--- src/rtl/uart_alu_ctrl_pkg.sv ---
// Shared state encoding and default widths for the UART <-> ALU sequencer.
package uart_alu_ctrl_pkg;

  localparam int NB_DATA_DEFAULT = 8;
  localparam int NB_OP_DEFAULT   = 6;

  typedef enum logic [2:0] {
    GET_A   = 3'd0,
    GET_B   = 3'd1,
    GET_OP  = 3'd2,
    LOAD    = 3'd3,
    WAIT_TX = 3'd4
  } state_e;

endpackage

--- src/rtl/uart_alu_ctrl_timer.sv ---
// Inter-byte timeout counter: clear has priority, counts while enabled and
// flags expiry on its last count, then wraps to zero.
module uart_alu_ctrl_timer #(
  parameter int TIMEOUT_CYCLES = 1000000
)(
  input  logic i_clk,
  input  logic i_rst_n,
  input  logic i_clear,
  input  logic i_enable,
  output logic o_expire
);

  localparam int            CW   = (TIMEOUT_CYCLES > 1) ? $clog2(TIMEOUT_CYCLES) : 1;
  localparam logic [CW-1:0] LAST = CW'(TIMEOUT_CYCLES - 1);

  logic [CW-1:0] count_q, count_d;

  // A byte arriving in the expiry cycle must win, so clear masks the flag.
  assign o_expire = i_enable & ~i_clear & (count_q == LAST);

  always_comb begin
    count_d = count_q;
    if (i_clear) begin
      count_d = '0;
    end else if (i_enable) begin
      count_d = (count_q == LAST) ? '0 : count_q + CW'(1);
    end
  end

  always_ff @(posedge i_clk or negedge i_rst_n) begin
    if (!i_rst_n) begin
      count_q <= '0;
    end else begin
      count_q <= count_d;
    end
  end

endmodule

--- src/rtl/uart_alu_ctrl.sv ---
// Collects A, B, opcode from the UART Rx, feeds the ALU and hands the result
// to the UART Tx. Optional inter-byte timeout: define UART_ALU_CTRL_TIMEOUT_EN.
module uart_alu_ctrl
  import uart_alu_ctrl_pkg::*;
#(
  parameter int NB_DATA        = NB_DATA_DEFAULT,
  parameter int NB_OP          = NB_OP_DEFAULT,
  parameter int TIMEOUT_CYCLES = 1000000
)(
  input  logic               i_clk,
  input  logic               i_rst_n,
  input  logic [NB_DATA-1:0] i_rx_data,
  input  logic               i_rx_done,
  input  logic [NB_DATA-1:0] i_alu_result,
  input  logic               i_tx_done,
  output logic [NB_DATA-1:0] o_alu_a,
  output logic [NB_DATA-1:0] o_alu_b,
  output logic [NB_OP-1:0]   o_alu_op,
  output logic [NB_DATA-1:0] o_tx_data,
  output logic               o_tx_start,
  output logic               o_busy,
  output logic               o_drop,
  output logic               o_timeout
);

  state_e             state_q, state_d;
  logic               rx_done_q;
  logic [NB_DATA-1:0] alu_a_q, alu_a_d, alu_b_q, alu_b_d, tx_data_q, tx_data_d;
  logic [NB_OP-1:0]   alu_op_q, alu_op_d;
  logic               tx_start_q, tx_start_d, drop_q, drop_d, timeout_q, timeout_d;
  logic               rx_ev, tmr_expire;

  // Rx may hold done high for a whole baud tick; only its rising edge counts.
  assign rx_ev = i_rx_done & ~rx_done_q;

`ifdef UART_ALU_CTRL_TIMEOUT_EN
  logic tmr_en;
  assign tmr_en = (state_q == GET_B) || (state_q == GET_OP);

  uart_alu_ctrl_timer #(
    .TIMEOUT_CYCLES(TIMEOUT_CYCLES)
  ) u_timer (
    .i_clk    (i_clk),
    .i_rst_n  (i_rst_n),
    .i_clear  (rx_ev),
    .i_enable (tmr_en),
    .o_expire (tmr_expire)
  );
`else
  logic unused_timeout_cfg;
  assign unused_timeout_cfg = (TIMEOUT_CYCLES != 0);
  assign tmr_expire         = 1'b0;
`endif

  always_comb begin
    state_d    = state_q;
    alu_a_d    = alu_a_q;
    alu_b_d    = alu_b_q;
    alu_op_d   = alu_op_q;
    tx_data_d  = tx_data_q;
    tx_start_d = 1'b0;
    drop_d     = 1'b0;
    timeout_d  = 1'b0;
    case (state_q)
      GET_A: begin
        if (rx_ev) begin
          alu_a_d = i_rx_data;
          state_d = GET_B;
        end
      end
      GET_B: begin
        if (rx_ev) begin
          alu_b_d = i_rx_data;
          state_d = GET_OP;
        end else if (tmr_expire) begin
          timeout_d = 1'b1;
          state_d   = GET_A;
        end
      end
      GET_OP: begin
        if (rx_ev) begin
          alu_op_d = i_rx_data[NB_OP-1:0];
          state_d  = LOAD;
        end else if (tmr_expire) begin
          timeout_d = 1'b1;
          state_d   = GET_A;
        end
      end
      LOAD: begin
        tx_data_d  = i_alu_result;
        tx_start_d = 1'b1;
        drop_d     = rx_ev;
        state_d    = WAIT_TX;
      end
      WAIT_TX: begin
        // A byte coinciding with tx_done opens the next frame instead of dropping.
        if (i_tx_done && rx_ev) begin
          alu_a_d = i_rx_data;
          state_d = GET_B;
        end else if (i_tx_done) begin
          state_d = GET_A;
        end else begin
          drop_d = rx_ev;
        end
      end
      default: state_d = GET_A;
    endcase
  end

  always_ff @(posedge i_clk or negedge i_rst_n) begin
    if (!i_rst_n) begin
      state_q    <= GET_A;
      rx_done_q  <= 1'b0;
      alu_a_q    <= '0;
      alu_b_q    <= '0;
      alu_op_q   <= '0;
      tx_data_q  <= '0;
      tx_start_q <= 1'b0;
      drop_q     <= 1'b0;
      timeout_q  <= 1'b0;
    end else begin
      state_q    <= state_d;
      rx_done_q  <= i_rx_done;
      alu_a_q    <= alu_a_d;
      alu_b_q    <= alu_b_d;
      alu_op_q   <= alu_op_d;
      tx_data_q  <= tx_data_d;
      tx_start_q <= tx_start_d;
      drop_q     <= drop_d;
      timeout_q  <= timeout_d;
    end
  end

  assign o_alu_a    = alu_a_q;
  assign o_alu_b    = alu_b_q;
  assign o_alu_op   = alu_op_q;
  assign o_tx_data  = tx_data_q;
  assign o_tx_start = tx_start_q;
  assign o_busy     = (state_q == LOAD) || (state_q == WAIT_TX);
  assign o_drop     = drop_q;
  assign o_timeout  = timeout_q;

endmodule
--- config.mk ---
export PLATFORM = sky130hd
export DESIGN_NAME = uart_alu_ctrl
export DESIGN_NICKNAME = d
export VERILOG_FILES = /design/src/rtl/uart_alu_ctrl_pkg.sv /design/src/rtl/uart_alu_ctrl_timer.sv /design/src/rtl/uart_alu_ctrl.sv
export SDC_FILE = /design/constraint.sdc
export NUM_CORES = 1
export LEC_CHECK = 0
export CORE_ASPECT_RATIO = 2
export CORE_MARGIN = 8
export CORE_UTILIZATION = 41
export CTS_BUF_LIST = sky130_fd_sc_hd__clkbuf_8
export DETAILED_ROUTE_END_ITERATION = 6
export GPL_TIMING_DRIVEN = 0
export PLACE_DENSITY_LB_ADDON = 0.2
export SETUP_SLACK_MARGIN = 0.5
export SYNTH_ARGS = -nofsm -noshare
export SYNTH_HDL_FRONTEND = slang
export SYNTH_HIERARCHICAL = 1
export SYNTH_SLANG_ARGS = --single-unit
--- constraint.sdc ---
create_clock -name i_clk -period 1.5 [get_ports i_clk]
set_clock_uncertainty 0.05 [all_clocks]
set_input_delay 0.45 -clock i_clk [delete_from_list [all_inputs] [get_ports i_clk]]
set_output_delay 0.45 -clock i_clk [all_outputs]
set_load 0.05 [all_outputs]
# Yosys cells after proc, flatten, opt, wreduce, memory -nomap -nowiden
# Cells that the tools add are included.
[op_classes] bitwise_logic=2 n_reduce_logical=8 n_eq_ne=9 n_mux=13
[op_table] cell="2-to-1 mux 8 bit" n=2
[op_table] cell="case mux 8 bit (2 select lines)" n=1
[op_table] cell="2-to-1 mux 3 bit" n=5
[op_table] cell="case mux 3 bit (5 select lines)" n=1
[op_table] cell="inequality test 2 bit, second input constant" n=4
[op_table] cell="equality test 3 x 2 -> 1 bit, second input constant" n=2
[op_table] cell="AND reduction 2 bit" n=2
[op_table] cell="AND reduction 4 bit" n=1
[op_table] cell="equality test 3 x 1 -> 1 bit, second input constant" n=1
[op_table] cell="equality test 3 bit, second input constant" n=1
[op_table] cell="logical NOT 3 bit" n=1
[op_table] cell="2-to-1 mux 1 bit" n=3
[op_table] cell="inequality test 3 bit, second input constant" n=1
[op_table] cell="AND reduction 3 bit" n=1
[op_table] cell="case mux 1 bit (2 select lines)" n=1
[op_table] cell="nonzero test 2 bit" n=1
[op_table] cell="AND 1 bit" n=1
[op_table] cell="logical AND 1 bit" n=1
[op_table] cell="logical OR 1 bit" n=1
[op_table] cell="NOT 1 bit" n=1
[word_totals] reg_bits=36 elab_cells=40

# Longest topological paths before layout
# Gate-level depths: netlist (run 1).
[depth] depth_word=5 ltp_mapped=5 ltp_nobuf=3

# Least setup slack after synthesis (run 1)
# OpenSTA, ideal clock, no wires.
[synth_path] path_kind="reg2out" from="register state_q[2]" to="output o_busy" arrival_time_ns=1.119 n_path_buf=1 path_stages_with_launch=4 setup_slack_ns=-0.119 path_cell_list="dfrtp_1 nand3b_1 buf_2 nand2_1"
[synth_between] elab_chain_cells=2
[synth_lines] item="start: declaration" line="uart_alu_ctrl.sv:26" rtl="state_e state_q, state_d;"
[synth_lines] item="start signal: assignment" line="uart_alu_ctrl.sv:122" rtl="state_q <= state_d;"
[synth_lines] item="equality test 3 x 2 -> 1 bit / equality test 3 bit (equally long branches)" line="uart_alu_ctrl.sv:139" rtl="assign o_busy = (state_q == LOAD) || (state_q == WAIT_TX);"
[synth_lines] item="logical OR 1 bit *" line="uart_alu_ctrl.sv:139"
[synth_lines] item="end: declaration" line="uart_alu_ctrl.sv:21" rtl="output logic o_busy,"
# Mark *: on every way between the ends. The rest lies on a longest branch, timed or not.

# Worst setup path after layout (run 1)
# Same ends and word-level chain as after synthesis.

==> flow_metrics.tcl, run 1 <==
set metrics [dict create \
    initial_utilization_pct 42.9 \
    reg2regPathDepth 4 \
    worstPathMaxFanout 2 \
    grt_max_degree 37 \
    vias_per_cell 5.03 \
    drv_slew 0 \
    peakVddDrop_uv 1950 \
    antenna_found_initial 0 \
    finalCritPeriodShare_pct 116 \
    htreeDepth 2 \
    clock_sinks 36 \
    path_class "reg -> out" \
    grt_pass1_vias 1151 \
    gp_congestion 0.718 \
    p_per_area_nw_per_um2 2790 \
    rrSetupSlack_ps -80 \
    required_ps 1000 \
    drive_above_1_share_pct 79.2 \
    ys_seq_area_share_pct 62.2 \
    violations "negative setup slack" \
    regArea_um2 935 \
    static-leakage-power_uw 0.00129 \
    die_h_um 100 \
    core_area_um2 3380 \
    r2r_end "o_alu_op[5]" \
    cts_root_buffer "clkbuf_8" \
    antenna_cells 0 \
    clk_path_buf_depth 2 \
    finalSetupViolCount 7 \
    tritoncts "built" \
    synthTopCellsByArea "dfrtp_1 62%, mux2_2 19%, mux2_4 6.2%" \
    cts-buffers-inserted 5 \
    gr-total-overflow 0 \
    synthesis.nets 111 \
    drt_iter0_markers 19 \
    synth_cells 91 \
    rsz0062_at_grt "true" \
    start_kind "register" \
    dp_hpwl_um 2460 \
    hold_buffers 0 \
    synth.ff_latch_count 36 \
    die-area_um2 5800 \
    io_buffers 52 \
    final_antenna_net_count 0 \
    power_uw 7370 \
    yosysTopAreaCellShare_pct 62.2 \
    status "complete, but fails checks" \
    clk_latency_ps 290 \
    grt_pass1_wl_um 5980 \
    syn_area_per_cell_um2 15.9 \
    hold_viol_final 0 \
    grtUsageTotal_pct 13.6 \
    nNetsFinal 192 \
    drc 0 \
    synth_warnings 6 \
    firstDrtPassIters 4 \
    period_needed_ps 1730 \
    nFillCells 181 \
    multi_input_area_um2 656 \
    wl_um 3980 \
    yosysUniqueCellTypes 23 \
    vias 1032 \
    num_io_pins 54 \
    area_growth_syn_to_layout_pct 82.7 \
    drv_cap 0 \
    syn-cell-area_um2 1450 \
    fmax_ghz 0.576 \
    critPathArrivalTime_ps 1230 \
    hp-class "in -> async" \
    synth.largest_area_cell "dfrtp_1" \
    endpoint_kind "primary output" \
    regToRegStartpoint "state_q[2]" \
    rows 30 \
    wl_per_cell_um 19.4 \
    path_clk_slew_ps 80 \
    hold_ws_ps 86.1 \
    chipWidth_um 58.0 \
    final_core_util_pct 78.3 \
    setup_slack_ps -235 \
]
## synthesized netlist by cell type (all sizes together)
cell type,n
and2b,1
conb,1
o32ai,1
buf,4
nand3b,2
mux2,30
inv,2
and4bb,1
nor2,1
nand2b,3
dfrtp,36
nand2,2
and2,1
a31oi,1
or3,1
nand4b,1
nand3,1
o31ai,1
a21oi,1
## repair_timing
action,in CTS,in global routing
cloned,0,1
buffers inserted,11,10
resized for setup,288,7
setup endpoints to repair,68,88
pin swaps,5,4
## stage by stage
stage / setup WS, ps / area [µm²] / TNS [ps] / cells
2_1_floorplan: -21.2 / 1530 / -127 / 91
3_3_place_gp: -855 / 2090 / -46730 / 175
3_5_place_dp: -704 / 2080 / -18330 / 175
4_1_cts: -198 / 2520 / -526 / 194
5_1_grt: -279 / 2650 / -1270 / 205
6_report: -235 / 2650 / -693 / 205
## how the worst max path moves through the flow
stage | end | startpoint | slack, ps | cells past startpoint
finish | o_busy | state_q[2] | -230 | 4
global route | o_busy | state_q[0] | -280 | 5
CTS | o_busy | state_q[2] | -200 | 4
detailed placement | o_alu_b[6] | i_rx_done | -700 | 4
global placement | o_alu_b[7] | i_rst_n | -850 | 1
floorplan | o_alu_op[0] | state_q[0] | -20 | 5
## metal layers
layer  wire length [µm]  GRT usage (%)  up-vias
met2               2220           23.6       37
li1                   -              -      478
met1               1490           14.2      513
met3                224           4.62        4
met5                  0              0        -
met4                 46           6.27        0
## state kept, by name, indices dropped and copies added (netlist names)
name / cells
o_drop: 1
o_tx_data: 8
o_alu_op: 6
rx_done_q: 1
o_alu_a: 8
state_q: 3
o_alu_b: 8
o_tx_start: 1
## report_power, final
part | internal, µW | switching (µW)
Combinational | 2300 | 2330
Sequential | 1500 | 412
Clock | 486 | 350
Total | 4290 | 3090
## worst max-delay path: stages (launching register included)
cell and delay (ps):
dfrtp_1 400, nand3b_1 200, buf_6 140, nand2_4 50, buf_8 140
## placed cells by master, fill, tap and decap left out, drive strengths merged, types with 2 or more instances in the layout
| cell | Yosys | final |
|---|---|---|
| buf | 4 | 58 |
| dfrtp | 36 | 36 |
| mux2 | 30 | 30 |
| clkdlybuf4s50 | 0 | 16 |
| clkbuf | 0 | 7 |
| inv | 2 | 3 |
| nand2b | 3 | 3 |
| nand3b | 2 | 2 |
| nand2 | 2 | 2 |
## cell families (layout without fill, tap and decap cells)
logic type | after synthesis | count (layout) | share of synthesized area, %
flops | 36 | 36 | 62.2
mux | 30 | 30 | 24.9
other cells | 1 | 1 | 0.259
compound gates | 4 | 4 | 1.90
buf+inv | 6 | 88 | 2.94
simple gates | 14 | 14 | 7.78
## cell type report
| class | instances | area share, % |
|---|---|---|
| Tap cell | 32 | 1.51 |
| Sequential cell | 36 | 35.3 |
| Timing Repair Buffer | 74 | 32.5 |
| Clock buffer | 5 | 2.60 |
| Inverter | 2 | 0.284 |
| Buffer | 4 | 1.56 |
| Clock inverter | 3 | 1.47 |
| Multi-Input combinational cell | 49 | 24.8 |
Power figures use the tool's default switching activity.
==> run 2: changes to the inputs <==
- CAP_MARGIN: default -> 5
- PLACE_DENSITY: default -> 0.78
- PLACE_DENSITY_LB_ADDON: 0.2 -> default
==> flow_metrics.tcl, run 2 (synthesis gave the netlist of run 1 again) <==
set metrics [dict create \
    fin_area_um2 2760 \
    regArea_um2 936 \
    pre_cts_ws_ps -699 \
    path_buf_inv 3 \
    dp_hpwl_um 2650 \
    period_needed_ps 1750 \
    antenna_found_initial 0 \
    vias_per_cell 5.11 \
    antenna_cells 0 \
    hold_viol_final 0 \
    final_core_util_pct 81.6 \
    path_common_cell "buf_6" \
    wl_per_cell_um 20.5 \
    tritoncts "built" \
    core_area_um2 3380 \
    gp_congestion 0.729 \
    p_per_area_nw_per_um2 2780 \
    io_buffers 52 \
    vias 1084 \
    drt_iter0_markers 13 \
    gr-total-overflow 0 \
    violations "negative setup slack" \
    final_antenna_net_count 0 \
    cp_top_family "buffers and inverters" \
    static-leakage-power_uw 0.00132 \
    clk_path_buf_depth 2 \
    wl_um 4350 \
    r2r_end "o_alu_b[7]" \
    nNetsFinal 199 \
    grt_max_degree 37 \
    endpoint_kind "primary output" \
    hold_ws_ps 85.3 \
    worstPathMaxFanout 4 \
    initial_utilization_pct 42.9 \
    layout_common_cells "28 x buf_8, 28 x dfrtp_2, 26 x mux2_4, 19 x buf_4, 18 x buf_6" \
    drv_slew 0 \
    grtUsageTotal_pct 15.0 \
    chipWidth_um 58.0 \
    regToRegStartpoint "state_q[0]" \
    status "complete, but fails checks" \
    required_ps 1000 \
    firstDrtPassIters 4 \
    rrSetupSlack_ps -190 \
    num_io_pins 54 \
    area_growth_syn_to_layout_pct 90.5 \
    die-area_um2 5800 \
    path_class "reg -> out" \
    hold_buffers 0 \
    die_h_um 100 \
    hp-class "in -> async" \
    path_cells "buf_6 -> nand3b_1 -> buf_6 -> nand2_4 -> buf_8" \
    clock_sinks 36 \
    reg2regPathDepth 7 \
    drc 0 \
    critPathArrivalTime_ps 1250 \
    rows 30 \
    critPathLaunch "state_q[0]" \
    htreeDepth 2 \
    cts-buffers-inserted 5 \
    cts_root_buffer "clkbuf_8" \
    nFillCells 170 \
    start_kind "register" \
    power_uw 7680 \
    grt_pass1_wl_um 6560 \
    grt_pass1_vias 1228 \
    finalSetupViolCount 20 \
    finalCritPeriodShare_pct 116 \
    place_area_um2 2080 \
    cpPeakStageDelay_ps 390 \
    rsz0062_at_grt "true" \
    peakVddDrop_uv 1860 \
    drive_above_1_share_pct 82.2 \
    path_clk_slew_ps 80 \
    fmax_ghz 0.573 \
    clk_latency_ps 300 \
    setup_slack_ps -246 \
    drv_cap 0 \
    critPathSlowestCell "dfrtp_1" \
    multi_input_area_um2 672 \
]
run 2: changes by cell type in the layout (fill, tap and decap cells not counted), moves of 2 or more:
cell      delta
buf_6        +7
clkbuf_8     +2
mux2_2       +4
mux2_4       -4
run 2: cell type report:
| class | instances | area share, % |
|---|---|---|
| multi-input combinational | 49 | 24.4 |
| clock buffer | 7 | 3.49 |
| sequential | 36 | 33.9 |
| timing repair buffer | 81 | 33.8 |
| inverter | 2 | 0.272 |
| clock inverter | 1 | 1.09 |
| buffer | 4 | 1.63 |
| tap | 32 | 1.45 |
run 2: per-layer routing:
metal,up-vias,GRT usage (%),part of all wire (%)
met3,7,4.87,5.2
met1,548,15.1,37
met4,0,6.84,1.9
met2,39,26.7,56
li1,490,-,-
met5,-,0,0
run 2: power by group:
group	switching [µW]	internal, µW
Clock	359	587
Combinational	2400	2390
Sequential	434	1500
run 2: what timing repair did:
item | in CTS | in global routing
setup buffers | 18 | 11
resized for setup | 288 | 17
pin swaps | 2 | 5
endpoints found under the setup margin | 68 | 89
run 2: how the worst max path moves through the flow:
| stage | end | slack [ps] | cells after the start |
|---|---|---|---|
| 4_1_cts | o_busy | -210 | 5 |
| 2_1_floorplan | o_alu_op[0] | -20 | 5 |
| 3_5_place_dp | o_busy | -700 | 4 |
| 5_1_grt | o_busy | -290 | 5 |
| 6_report | o_busy | -250 | 5 |
| 3_3_place_gp | o_alu_b[3] | -870 | 1 |
run 2: through the flow:
stage	cells	TNS (ps)
2_1_floorplan	91	-127
4_1_cts	201	-1920
6_report	212	-2780
5_1_grt	212	-3380
3_3_place_gp	175	-47580
3_5_place_dp	175	-18310
